<file path="src/rtl/turn_signal_input_cond.sv">
// turn_signal_input_cond
//   Conditions the raw turn-signal switches for the tail-light sequencer.
//   Each channel is synchronised with two flops and then debounced. A free-running
//   divider produces the step strobe. The request outputs are re-sampled only on step
//   edges, so they hold steady for a whole step period.
// Ports
//   clk        system clock, rising edge
//   rst        synchronous active-high reset; clears every flop
//   left_raw   asynchronous left switch level
//   right_raw  asynchronous right switch level
//   left_db    debounced left level
//   right_db   debounced right level
//   left_req   left request, updated on step edges only
//   right_req  right request, updated on step edges only
//   step_en    one-cycle step strobe, high every STEP_DIV cycles

// tsic_chan: one synchroniser + debouncer channel.
//   raw    asynchronous input level
//   db     debounced level (registered)
//   db_nxt value db takes on the coming edge (decoded from flops only)
module tsic_chan #(
  parameter int DB_CNT = 4
) (
  input  logic clk,
  input  logic rst,
  input  logic raw,
  output logic db,
  output logic db_nxt
);
  localparam int DCW = (DB_CNT > 1) ? $clog2(DB_CNT) : 1;
  localparam logic [DCW-1:0] DC_MAX = DCW'(DB_CNT - 1);

  logic           s1, s2;
  logic [DCW-1:0] dc, dc_nxt;

  // dc counts consecutive synced cycles that disagree with db; any agreeing
  // cycle drops it back to zero, so only an unbroken run is accepted.
  always_comb begin
    db_nxt = db;
    dc_nxt = '0;
    if (s2 != db) begin
      if (dc == DC_MAX) db_nxt = s2;
      else              dc_nxt = dc + 1'b1;
    end
  end

  always_ff @(posedge clk) begin
    if (rst) begin
      s1 <= 1'b0;
      s2 <= 1'b0;
      dc <= '0;
      db <= 1'b0;
    end else begin
      s1 <= raw;
      s2 <= s1;
      dc <= dc_nxt;
      db <= db_nxt;
    end
  end
endmodule

module turn_signal_input_cond #(
  parameter int DB_CNT   = 4,
  parameter int STEP_DIV = 8
) (
  input  logic clk,
  input  logic rst,
  input  logic left_raw,
  input  logic right_raw,
  output logic left_db,
  output logic right_db,
  output logic left_req,
  output logic right_req,
  output logic step_en
);
  localparam int NUM_CH = 2;
  localparam int SCW    = (STEP_DIV > 1) ? $clog2(STEP_DIV) : 1;
  localparam logic [SCW-1:0] SC_MAX = SCW'(STEP_DIV - 1);

  // channel 0 = left, channel 1 = right
  logic [NUM_CH-1:0] raw, db, db_nxt, req;
  logic [SCW-1:0]    sc;
  logic              step_edge;

  assign raw = {right_raw, left_raw};

  for (genvar ch = 0; ch < NUM_CH; ch++) begin : g_ch
    tsic_chan #(.DB_CNT(DB_CNT)) u_chan (
      .clk    (clk),
      .rst    (rst),
      .raw    (raw[ch]),
      .db     (db[ch]),
      .db_nxt (db_nxt[ch])
    );
  end

  assign step_edge = (sc == SC_MAX);

  // Requests take db_nxt, so a level accepted on the step edge itself is
  // already visible in the same cycle that step_en is high.
  always_ff @(posedge clk) begin
    if (rst) begin
      sc      <= '0;
      step_en <= 1'b0;
      req     <= '0;
    end else begin
      sc      <= step_edge ? '0 : sc + 1'b1;
      step_en <= step_edge;
      if (step_edge) req <= db_nxt;
    end
  end

  assign left_db   = db[0];
  assign right_db  = db[1];
  assign left_req  = req[0];
  assign right_req = req[1];
endmodule
</file>
<file path="config.mk">
export PLATFORM = sky130hd
export DESIGN_NAME = turn_signal_input_cond
export DESIGN_NICKNAME = d
export VERILOG_FILES = /design/src/rtl/turn_signal_input_cond.sv
export SDC_FILE = /design/constraint.sdc
export NUM_CORES = 1
export LEC_CHECK = 0
export ABC_AREA = 1
export CAP_MARGIN = 40
export CORE_AREA = 4 4 41 43
export DETAILED_ROUTE_END_ITERATION = 8
export DIE_AREA = 0 0 45 47
export GPL_ROUTABILITY_DRIVEN = 0
export PLACE_DENSITY = 0.7
export SYNTH_ARGS = -nofsm -noshare
export SYNTH_HDL_FRONTEND = slang
export SYNTH_SLANG_ARGS = --single-unit
</file>
<file path="constraint.sdc">
create_clock -name clk -period 2.5 [get_ports clk]
set_clock_uncertainty 0.15 [all_clocks]
set_input_delay 0.5 -clock clk [delete_from_list [all_inputs] [get_ports clk]]
set_output_delay 0.5 -clock clk [all_outputs]
set_load 0.03 [all_outputs]
</file>
==> results of run 1 <==
-- routing by layer --
| metal | wire, µm | up-vias | GRT usage (%) |
|---|---|---|---|
| met3 | 50 | 2 | 4.60 |
| li1 | - | 236 | - |
| met4 | 12 | 0 | 10.5 |
| met2 | 373 | 9 | 14.7 |
| met1 | 377 | 171 | 10.5 |
| met5 | 0 | - | 0 |
-- tightest hold or removal path: stages (launching register included) --
cell	delay (ps)
dfxtp_1	310
inv_1	40
nor2_1	30
-- cell type report --
type	count	area (µm²)	area share, %
Multi-Input combinational cell	40	216	30.0
Clock buffer	3	22.5	3.12
Timing Repair Buffer	8	80.1	11.1
Sequential cell	16	320	44.4
Tap cell	15	18.8	2.60
Inverter	17	63.8	8.84
-- report_power, final --
group / internal [W] / switching [W]
combinational: 0.0000120 / 0.0000120
sequential: 0.000263 / 0.00000374
clock: 0.0000558 / 0.0000718
total: 0.000331 / 0.0000876
-- state kept, by name, indices dropped and copies added, names as in the netlist --
name	count
g_ch.u_chan.dc	4
sc	3
req	2
g_ch.u_chan.db	2
g_ch.u_chan.s2	2
g_ch.u_chan.s1	2
step_en	1
-- how the worst max path moves through the flow --
stage / slack [ps] / endpoint / start
3_5_place_dp: 710 / sc[0] / rst
2_1_floorplan: 1300 / sc[0] / sc[0]
3_3_place_gp: 730 / sc[0] / rst
5_1_grt: 450 / right_db / g_ch[1].u_chan.db
4_1_cts: 500 / right_db / g_ch[1].u_chan.db
6_report: 510 / left_db / g_ch[0].u_chan.db
-- logic make-up after synthesis --
logic type,count (synthesis),share of synthesized area [%]
compound gates,2,1.64
flops,16,52.4
simple gates,33,23.5
fa+ha+maj,5,10.2
buf+inv,18,12.3
-- layout by cell type (no fill, tap or decap) --
| cell | instances |
|---|---|
| inv_1 | 17 |
| nor2_1 | 17 |
| dfxtp_1 | 16 |
| nand2_1 | 10 |
| clkdlybuf4s50_1 | 8 |
| ha_1 | 5 |
| nand3_1 | 3 |
| clkbuf_4 | 3 |
| a21oi_1 | 2 |
| nor2_4 | 1 |
| nand3_2 | 1 |
| or2_1 | 1 |
-- Yosys cell counts --
cell / n / area [µm²]
buf_6: 1 / 11.3
a21oi_1: 2 / 10.0
nand2_1: 10 / 37.5
nand3_1: 3 / 15.0
dfxtp_1: 16 / 320
nand3_2: 1 / 10.0
inv_1: 17 / 63.8
ha_1: 5 / 62.6
nor2_4: 1 / 11.3
nor2_1: 17 / 63.8
or2_1: 1 / 6.26
-- metrics by stage --
stage | cell area (µm²) | hold slack [ps]
after floorplan | 612 | 238
after global placement | 699 | 240
after detailed placement | 699 | 243
after CTS | 722 | 255
after global routing | 722 | 282
final | 722 | 258
==> flow_summary.yaml, run 1 <==
critical_path:
  reg2reg_depth: 4
  critPathKind: "reg -> out"
  critPathSlowestCell: "clkdlybuf4s50_1"
  timing.rr.end: "sc[0]"
  worstSetupEndpointType: "output pin"
  worstPathCellList: "clkdlybuf4s50_1"
  crit_family: "buffers and inverters"
  required_ps: 1850
  critPathMaxFanout: 4
  crit_path_max_incr_delay_ps: 690
  cp.depth: 1
  cp.arrival_ps: 1340
  critPathBufInv: 1
  r2r_setup_slack_ps: 1220
  r2r_start: "sc[0]"
  critPathLaunchType: "flip-flop"
sta:
  post-route-period-util_pct: 79.4
  setup_ws_ps: 514
  tns_ps: 0
  maxSlewHeadroom_pct: 71.5
  drv_slew: 0
  max_freq_mhz: 504
  hold_violations: 0
  setup_viol: 0
  fin_crit_ps: 1990
  rsz0062_at_grt: "false"
  tightest_slew_ps: 426
finish:
  fillers: 130
  final_nets: 95
  area_delta_synth_final_pct: 18.0
  instances_no_fill: 99
  antenna_cells: 0
  fin_util_pct: 55.5
  layout-drive-gt1-share_pct: 5.95
routing:
  vias: 418
  routed_wl_um: 814
  wl_per_cell_um: 8.22
  dr.pass1.iters: 4
  drc: 0
  drt_iter0_markers: 9
  vias_per_cell: 4.22
  postRouteAntennaNets: 0
power:
  peakVddDrop_mv: 0.325
  p_per_area_mw_per_mm2: 580
  power_w: 0.000419
  p_leak_nw: 0.335
job:
  maxCapViolations: 0
clock_network:
  clkLatencyLatePin_ps: 270
  cts_hold_buffers: 0
  cts_made_buffers: 3
  cts_resized: 0
  post-cts-setup-buffers: 0
  cts.clk_slew.worst_paths_ps: 90
  cts_tree: "built"
  clock_path_buffers: 2
  root_buffer: "clkbuf_4"
  h-tree-depth: 1
  cts.sinks: 16
global_route:
  grt_max_degree: 13
  antenna_found_initial: 0
  grt_pass1_wl_um: 1400
  grt_pass1_vias: 372
  grtUsageTotal_pct: 10.1
  overflow: 0
placement:
  post-dp-hpwl_um: 642
  placed_cells: 96
  dp_slack_ps: 714
  numPortBuffers: 8
die:
  ioPinCount: 9
  die_area_mm2: 0.00212
  rows: 13
  die_y_um: 47
  core-area_mm2: 0.00130
  die_width_um: 45
  start_util_pct: 47.0
outcome:
  status: "completed"
worst_hold_path:
  hold_path_class: "reg -> reg"
  hold_depth: 2
  hold_start: "g_ch[0].u_chan.s1"
  hold_end: "g_ch[0].u_chan.s2"
yosys:
  syn_area_um2: 612
  ys_seq_area_share_pct: 52.4
  syn_inst: 74
  postSynthAreaPerCell_um2: 8.27
  synth_seq_cells: 16
  synth.distinct_cells: 11
  yosysWarnings: 0
  synth_fp_nets: 83
No activity file was read; power rests on OpenSTA's default activity.
==> run 2, diff against run 1 <==
==> constraint.sdc (replaced) <==
create_clock -name clk -period 1.9 [get_ports clk]
set_clock_uncertainty 0.15 [all_clocks]
set_input_delay 0.38 -clock clk [delete_from_list [all_inputs] [get_ports clk]]
set_output_delay 0.38 -clock clk [all_outputs]
set_load 0.03 [all_outputs]
==> flow_summary.yaml, run 2 (synthesis gave the netlist of run 1 again) <==
outcome:
  status: "completed"
finish:
  regMostFlops: "g_ch.u_chan.dc"
  area_delta_synth_final_pct: 18.8
  reg_top3: "g_ch.u_chan.dc: 4 flops, sc: 3 flops"
  largest_register_ffs: 4
  multi_input_area_um2: 216
  fillers: 135
  antenna_cells: 0
  layout-drive-gt1-share_pct: 5.95
  seqCellArea_um2: 320
  mostFrequentLayoutCells: "inv_1, nor2_1, dfxtp_1, nand2_1, clkdlybuf4s50_1"
  design_area_um2: 727
  final_nets: 95
critical_path:
  worstSetupEndpointType: "output pin"
  critPathSlowestCell: "clkdlybuf4s50_1"
  critPathKind: "reg -> out"
  r2r_setup_slack_ps: 620
  cp.arrival_ps: 1290
  critPathLaunchType: "flip-flop"
  required_ps: 1370
  r2r_start: "sc[0]"
  reg2reg_depth: 4
  timing.rr.end: "sc[0]"
  crit_family: "buffers and inverters"
  worstPathCellList: "clkdlybuf4s50_1"
  critPathMaxFanout: 2
  critPathBufInv: 1
  crit_path_max_incr_delay_ps: 670
worst_hold_path:
  hold_path_class: "reg -> reg"
  hold_end: "g_ch[0].u_chan.s2"
  hold_start: "g_ch[0].u_chan.s1"
  hold_depth: 2
power:
  p_leak_nw: 0.372
  p_per_area_mw_per_mm2: 759
  peakVddDrop_mv: 0.431
sta:
  max_freq_mhz: 549
  setup_viol: 0
  post-route-period-util_pct: 95.8
  rsz0062_at_grt: "false"
  drv_slew: 0
  hold_violations: 0
  fin_crit_ps: 1820
  tightest_slew_ps: 439
  maxSlewHeadroom_pct: 70.7
  setup_ws_ps: 79.7
  tns_ps: 0
clock_network:
  cts_made_buffers: 3
  clock_path_buffers: 2
  h-tree-depth: 1
  cts.clk_slew.worst_paths_ps: 90
  post-cts-setup-buffers: 0
  cts.sinks: 16
  cts_hold_buffers: 0
  root_buffer: "clkbuf_4"
  cts_tree: "built"
  clkLatencyLatePin_ps: 270
global_route:
  use_met3_pct: 4.60
  grt_pass1_vias: 398
  top_usage_layer: "met2"
  grt_pass1_wl_um: 1480
  grt_max_degree: 13
  grt_use_met1_pct: 10.5
  grt_use_met2_pct: 16.4
  antenna_found_initial: 0
  overflow: 0
  grtUsageTotal_pct: 10.6
routing:
  vias_per_cell: 4.26
  postRouteAntennaNets: 0
  vias: 422
  drc: 0
  routed_wl_um: 829
  wl_per_cell_um: 8.37
  drt_iter0_markers: 11
  dr.pass1.iters: 6
placement:
  post-dp-hpwl_um: 654
  dpl-instance-area_um2: 699
  dp_slack_ps: 234
  numPortBuffers: 8
die:
  die_width_um: 45
  ioPinCount: 9
  rows: 13
  core-area_mm2: 0.00130
  die_y_um: 47
  die_area_mm2: 0.00212
  start_util_pct: 47.0
job:
  maxCapViolations: 0
-- run 2: stage by stage --
step,power (W),hold WS [ps],utilization [%],cells
after global placement,0.000390,240,53.8,96
after floorplan,0.000382,238,-,74
final,0.000552,257,55.9,99
after detailed placement,0.000392,248,53.8,96
after global routing,0.000584,276,55.9,99
after CTS,0.000563,261,55.5,99
-- run 2: layer usage --
metal | vias to the layer above | wire (µm)
li1 | 235 | -
met1 | 176 | 389
met2 | 9 | 374
met3 | 2 | 53
met4 | 0 | 12
met5 | - | 0
-- run 2: power breakdown --
part           total (W)  internal [W]  switching, W
Sequential      0.000351      0.000346    0.00000504
Combinational  0.0000319     0.0000158     0.0000161
Clock           0.000169     0.0000734     0.0000953
Total           0.000552      0.000436      0.000116
-- run 2: what timing repair did --
| item | in CTS | in global routing |
|---|---|---|
| setup endpoints to repair | 0 | 2 |
| gates resized for setup | 0 | 2 |
| endpoints found under the hold margin | 0 | 0 |
-- run 2: how the worst max path moves through the flow --
stage / start / to / slack [ps] / cells past startpoint
after floorplan: sc[0] / sc[0] / 700 / 4
after global placement: rst / sc[0] / 250 / 3
after detailed placement: rst / sc[1] / 230 / 3
after CTS: g_ch[0].u_chan.db / left_db / 20 / 1
after global routing: req[1] / right_req / 30 / 1
final: req[0] / left_req / 80 / 1
-- run 2: final cells by class --
| type | instances | share of cell area (%) |
|---|---|---|
| repair buffers | 8 | 11.7 |
| multi-input cells | 40 | 29.8 |
| inverters | 17 | 8.78 |
| clock buffers | 3 | 3.10 |
| well taps | 15 | 2.58 |
| flip-flops and latches | 16 | 44.1 |
-- run 2: tightest hold or removal path, delay by kind of cell (launching register included) --
family	cells	cell delay (ps)
buffers and inverters	1	40
DFF	1	300
and+or+nand+nor	1	30
==> run 3, diff against run 2 <==
--- a/config.mk
+++ b/config.mk
@@ -11,7 +11,9 @@
 export DETAILED_ROUTE_END_ITERATION = 8
 export DIE_AREA = 0 0 45 47
 export GPL_ROUTABILITY_DRIVEN = 0
-export PLACE_DENSITY = 0.7
+export HOLD_SLACK_MARGIN = 0.15
+export PLACE_DENSITY = 0.69
 export SYNTH_ARGS = -nofsm -noshare
 export SYNTH_HDL_FRONTEND = slang
+export SYNTH_HIERARCHICAL = 1
 export SYNTH_SLANG_ARGS = --single-unit
==> flow_summary.yaml, run 3 <==
finish:
  final_common_cell: "nor2_1"
  largest_register_ffs: 4
  regMostFlops: "g_ch.u_chan/dc"
  area_delta_synth_final_pct: 23.5
  antenna_cells: 0
  final_nets: 98
  mostFrequentLayoutCells: "nor2_1, inv_1, dfxtp_1, nand2_1, clkdlybuf4s50_1"
  reg_top3: "g_ch.u_chan/dc: 4 flops, sc: 3 flops"
  fin_util_pct: 56.6
  layout-drive-gt1-share_pct: 6.82
routing:
  vias_per_cell: 4.14
  drt_iter0_markers: 5
  vias: 426
  postRouteAntennaNets: 0
  routed_wl_um: 759
  wl_per_cell_um: 7.37
  dr.pass1.iters: 4
  drc: 0
critical_path:
  crit_family: "buffers and inverters"
  cp.depth: 1
  critPathLaunchType: "flip-flop"
  reg2reg_depth: 5
  crit_path_max_incr_delay_ps: 670
  critPathKind: "reg -> out"
  critPathMaxFanout: 2
  cp.arrival_ps: 1280
  worstPathCellList: "clkdlybuf4s50_1"
  critPathSlowestCell: "clkdlybuf4s50_1"
  critPathBufInv: 1
  required_ps: 1370
  worstSetupEndpointType: "output pin"
yosys:
  yosys-top-cells-count: "nor2_1, inv_1, dfxtp_1, nand2_1, ha_1"
  synth.distinct_cells: 9
  synth_top_area_share_pct: 53.7
  postSynthAreaPerCell_um2: 7.85
  yosys-top-cells-area: "dfxtp_1, nor2_1, inv_1, ha_1, nand2_1"
  synth_seq_cells: 16
  post-synth-top-count-cell: "nor2_1"
  synth-async-reset-ratio_pct: 0
  yosysWarnings: 6
  ys_seq_area_share_pct: 53.7
  ys_dominant_reg_cell: "dfxtp_1"
  synth_area_leader_cell: "dfxtp_1"
  syn_inst: 76
  synth_edf_count: 0
  synth_fp_nets: 85
  syn_area_um2: 597
clock_network:
  clock_path_buffers: 2
  cts_hold_buffers: 0
  root_buffer: "clkbuf_4"
  cts.clk_slew.worst_paths_ps: 90
  clkLatencyLatePin_ps: 270
  h-tree-depth: 1
  cts_made_buffers: 3
  post-cts-setup-buffers: 0
  cts_resized: 0
  cts_tree: "built"
  cts.sinks: 16
die:
  ioPinCount: 9
  rows: 13
  start_util_pct: 45.9
  die_area_mm2: 0.00212
  die_y_um: 47
  die_width_um: 45
  core-area_mm2: 0.00130
placement:
  post-dp-hpwl_um: 625
  numPortBuffers: 8
  dp_slack_ps: 326
power:
  p_int_w: 0.000478
  pwr-share-seq_pct: 58.8
  combPwrFrac_pct: 5.2
  p_sw_share_pct: 19.9
  p_sw_w: 0.000119
  p_leak_nw: 0.384
  p_per_area_mw_per_mm2: 810
  peakVddDrop_mv: 0.647
  clkPwrFrac_pct: 36.0
worst_hold_path:
  hold_depth: 2
  hold_path_class: "reg -> reg"
sta:
  tns_ps: 0
  max_freq_mhz: 554
  maxSlewHeadroom_pct: 77.6
  tightest_slew_ps: 335
  setup_ws_ps: 94.2
  rsz0062_at_grt: "false"
  drv_slew: 0
  post-route-period-util_pct: 95.0
  setup_viol: 0
  fin_crit_ps: 1810
  hold_violations: 0
global_route:
  grt_pass1_wl_um: 1330
  grt_pass1_vias: 343
  overflow: 0
  grt_max_degree: 11
  antenna_found_initial: 0
  grtUsageTotal_pct: 8.53
outcome:
  status: "completed"
job:
  maxCapViolations: 0
run 3: kinds of logic after synthesis:
group / Yosys count / share of synthesized area, %
buffers and inverters: 18 / 11.3
AO/OA/AOI/OAI: 2 / 1.68
adder cells (fa/ha/maj): 5 / 10.5
flip-flops: 16 / 53.7
AND/OR/NAND/NOR: 35 / 22.9
run 3: worst register-to-register path, cell delays in order, from the launching register on:
cell	delay (ps)
dfxtp_1	320
ha_1	210
ha_1	230
nand2_1	80
nand2_1	40
nor2_1	70
run 3: metrics by stage:
step / instances / power [W] / cell area (µm²) / hold slack (ps)
after detailed placement: 99 / 0.000391 / 696 / 246
after CTS: 103 / 0.000608 / 732 / 260
final: 103 / 0.000597 / 737 / 256
after global routing: 103 / 0.000628 / 737 / 285
after floorplan: 76 / 0.000378 / 597 / 238
after global placement: 99 / 0.000390 / 696 / 243
run 3: routing by layer:
| metal | global-route usage [%] | vias to the layer above | routed length [µm] |
|---|---|---|---|
| met3 | 2.30 | 2 | 48 |
| met5 | 0 | - | 0 |
| met4 | 1.75 | 0 | 6 |
| li1 | - | 242 | - |
| met2 | 14.1 | 6 | 340 |
| met1 | 11.2 | 176 | 363 |
run 3: final cells by class:
class,instances,area [µm²]
Clock buffer,4,36.3
Sequential cell,16,320
Inverter,18,67.6
Fill cell,130,564
Multi-Input combinational cell,42,209
Tap cell,15,18.8
Timing Repair Buffer,8,85.1
run 3: power groups by stage:
stage | Combinational [W] | Sequential (W) | Clock (W)
5_1_grt | 0.0000390 | 0.000352 | 0.000236
3_3_place_gp | 0.0000310 | 0.000359 | 0
4_1_cts | 0.0000319 | 0.000351 | 0.000225
3_5_place_dp | 0.0000319 | 0.000359 | 0
2_1_floorplan | 0.0000187 | 0.000359 | 0
6_report | 0.0000310 | 0.000351 | 0.000215
run 3: final timing paths:
check	from	to	slack, ps
worst max-delay path	req[1]	right_req	90
worst min register to register	g_ch[1].u_chan/s1	g_ch[1].u_chan/s2	260
worst max register to register	sc[0]	req[0]	740
worst min-delay path	g_ch[1].u_chan/s1	g_ch[1].u_chan/s2	260
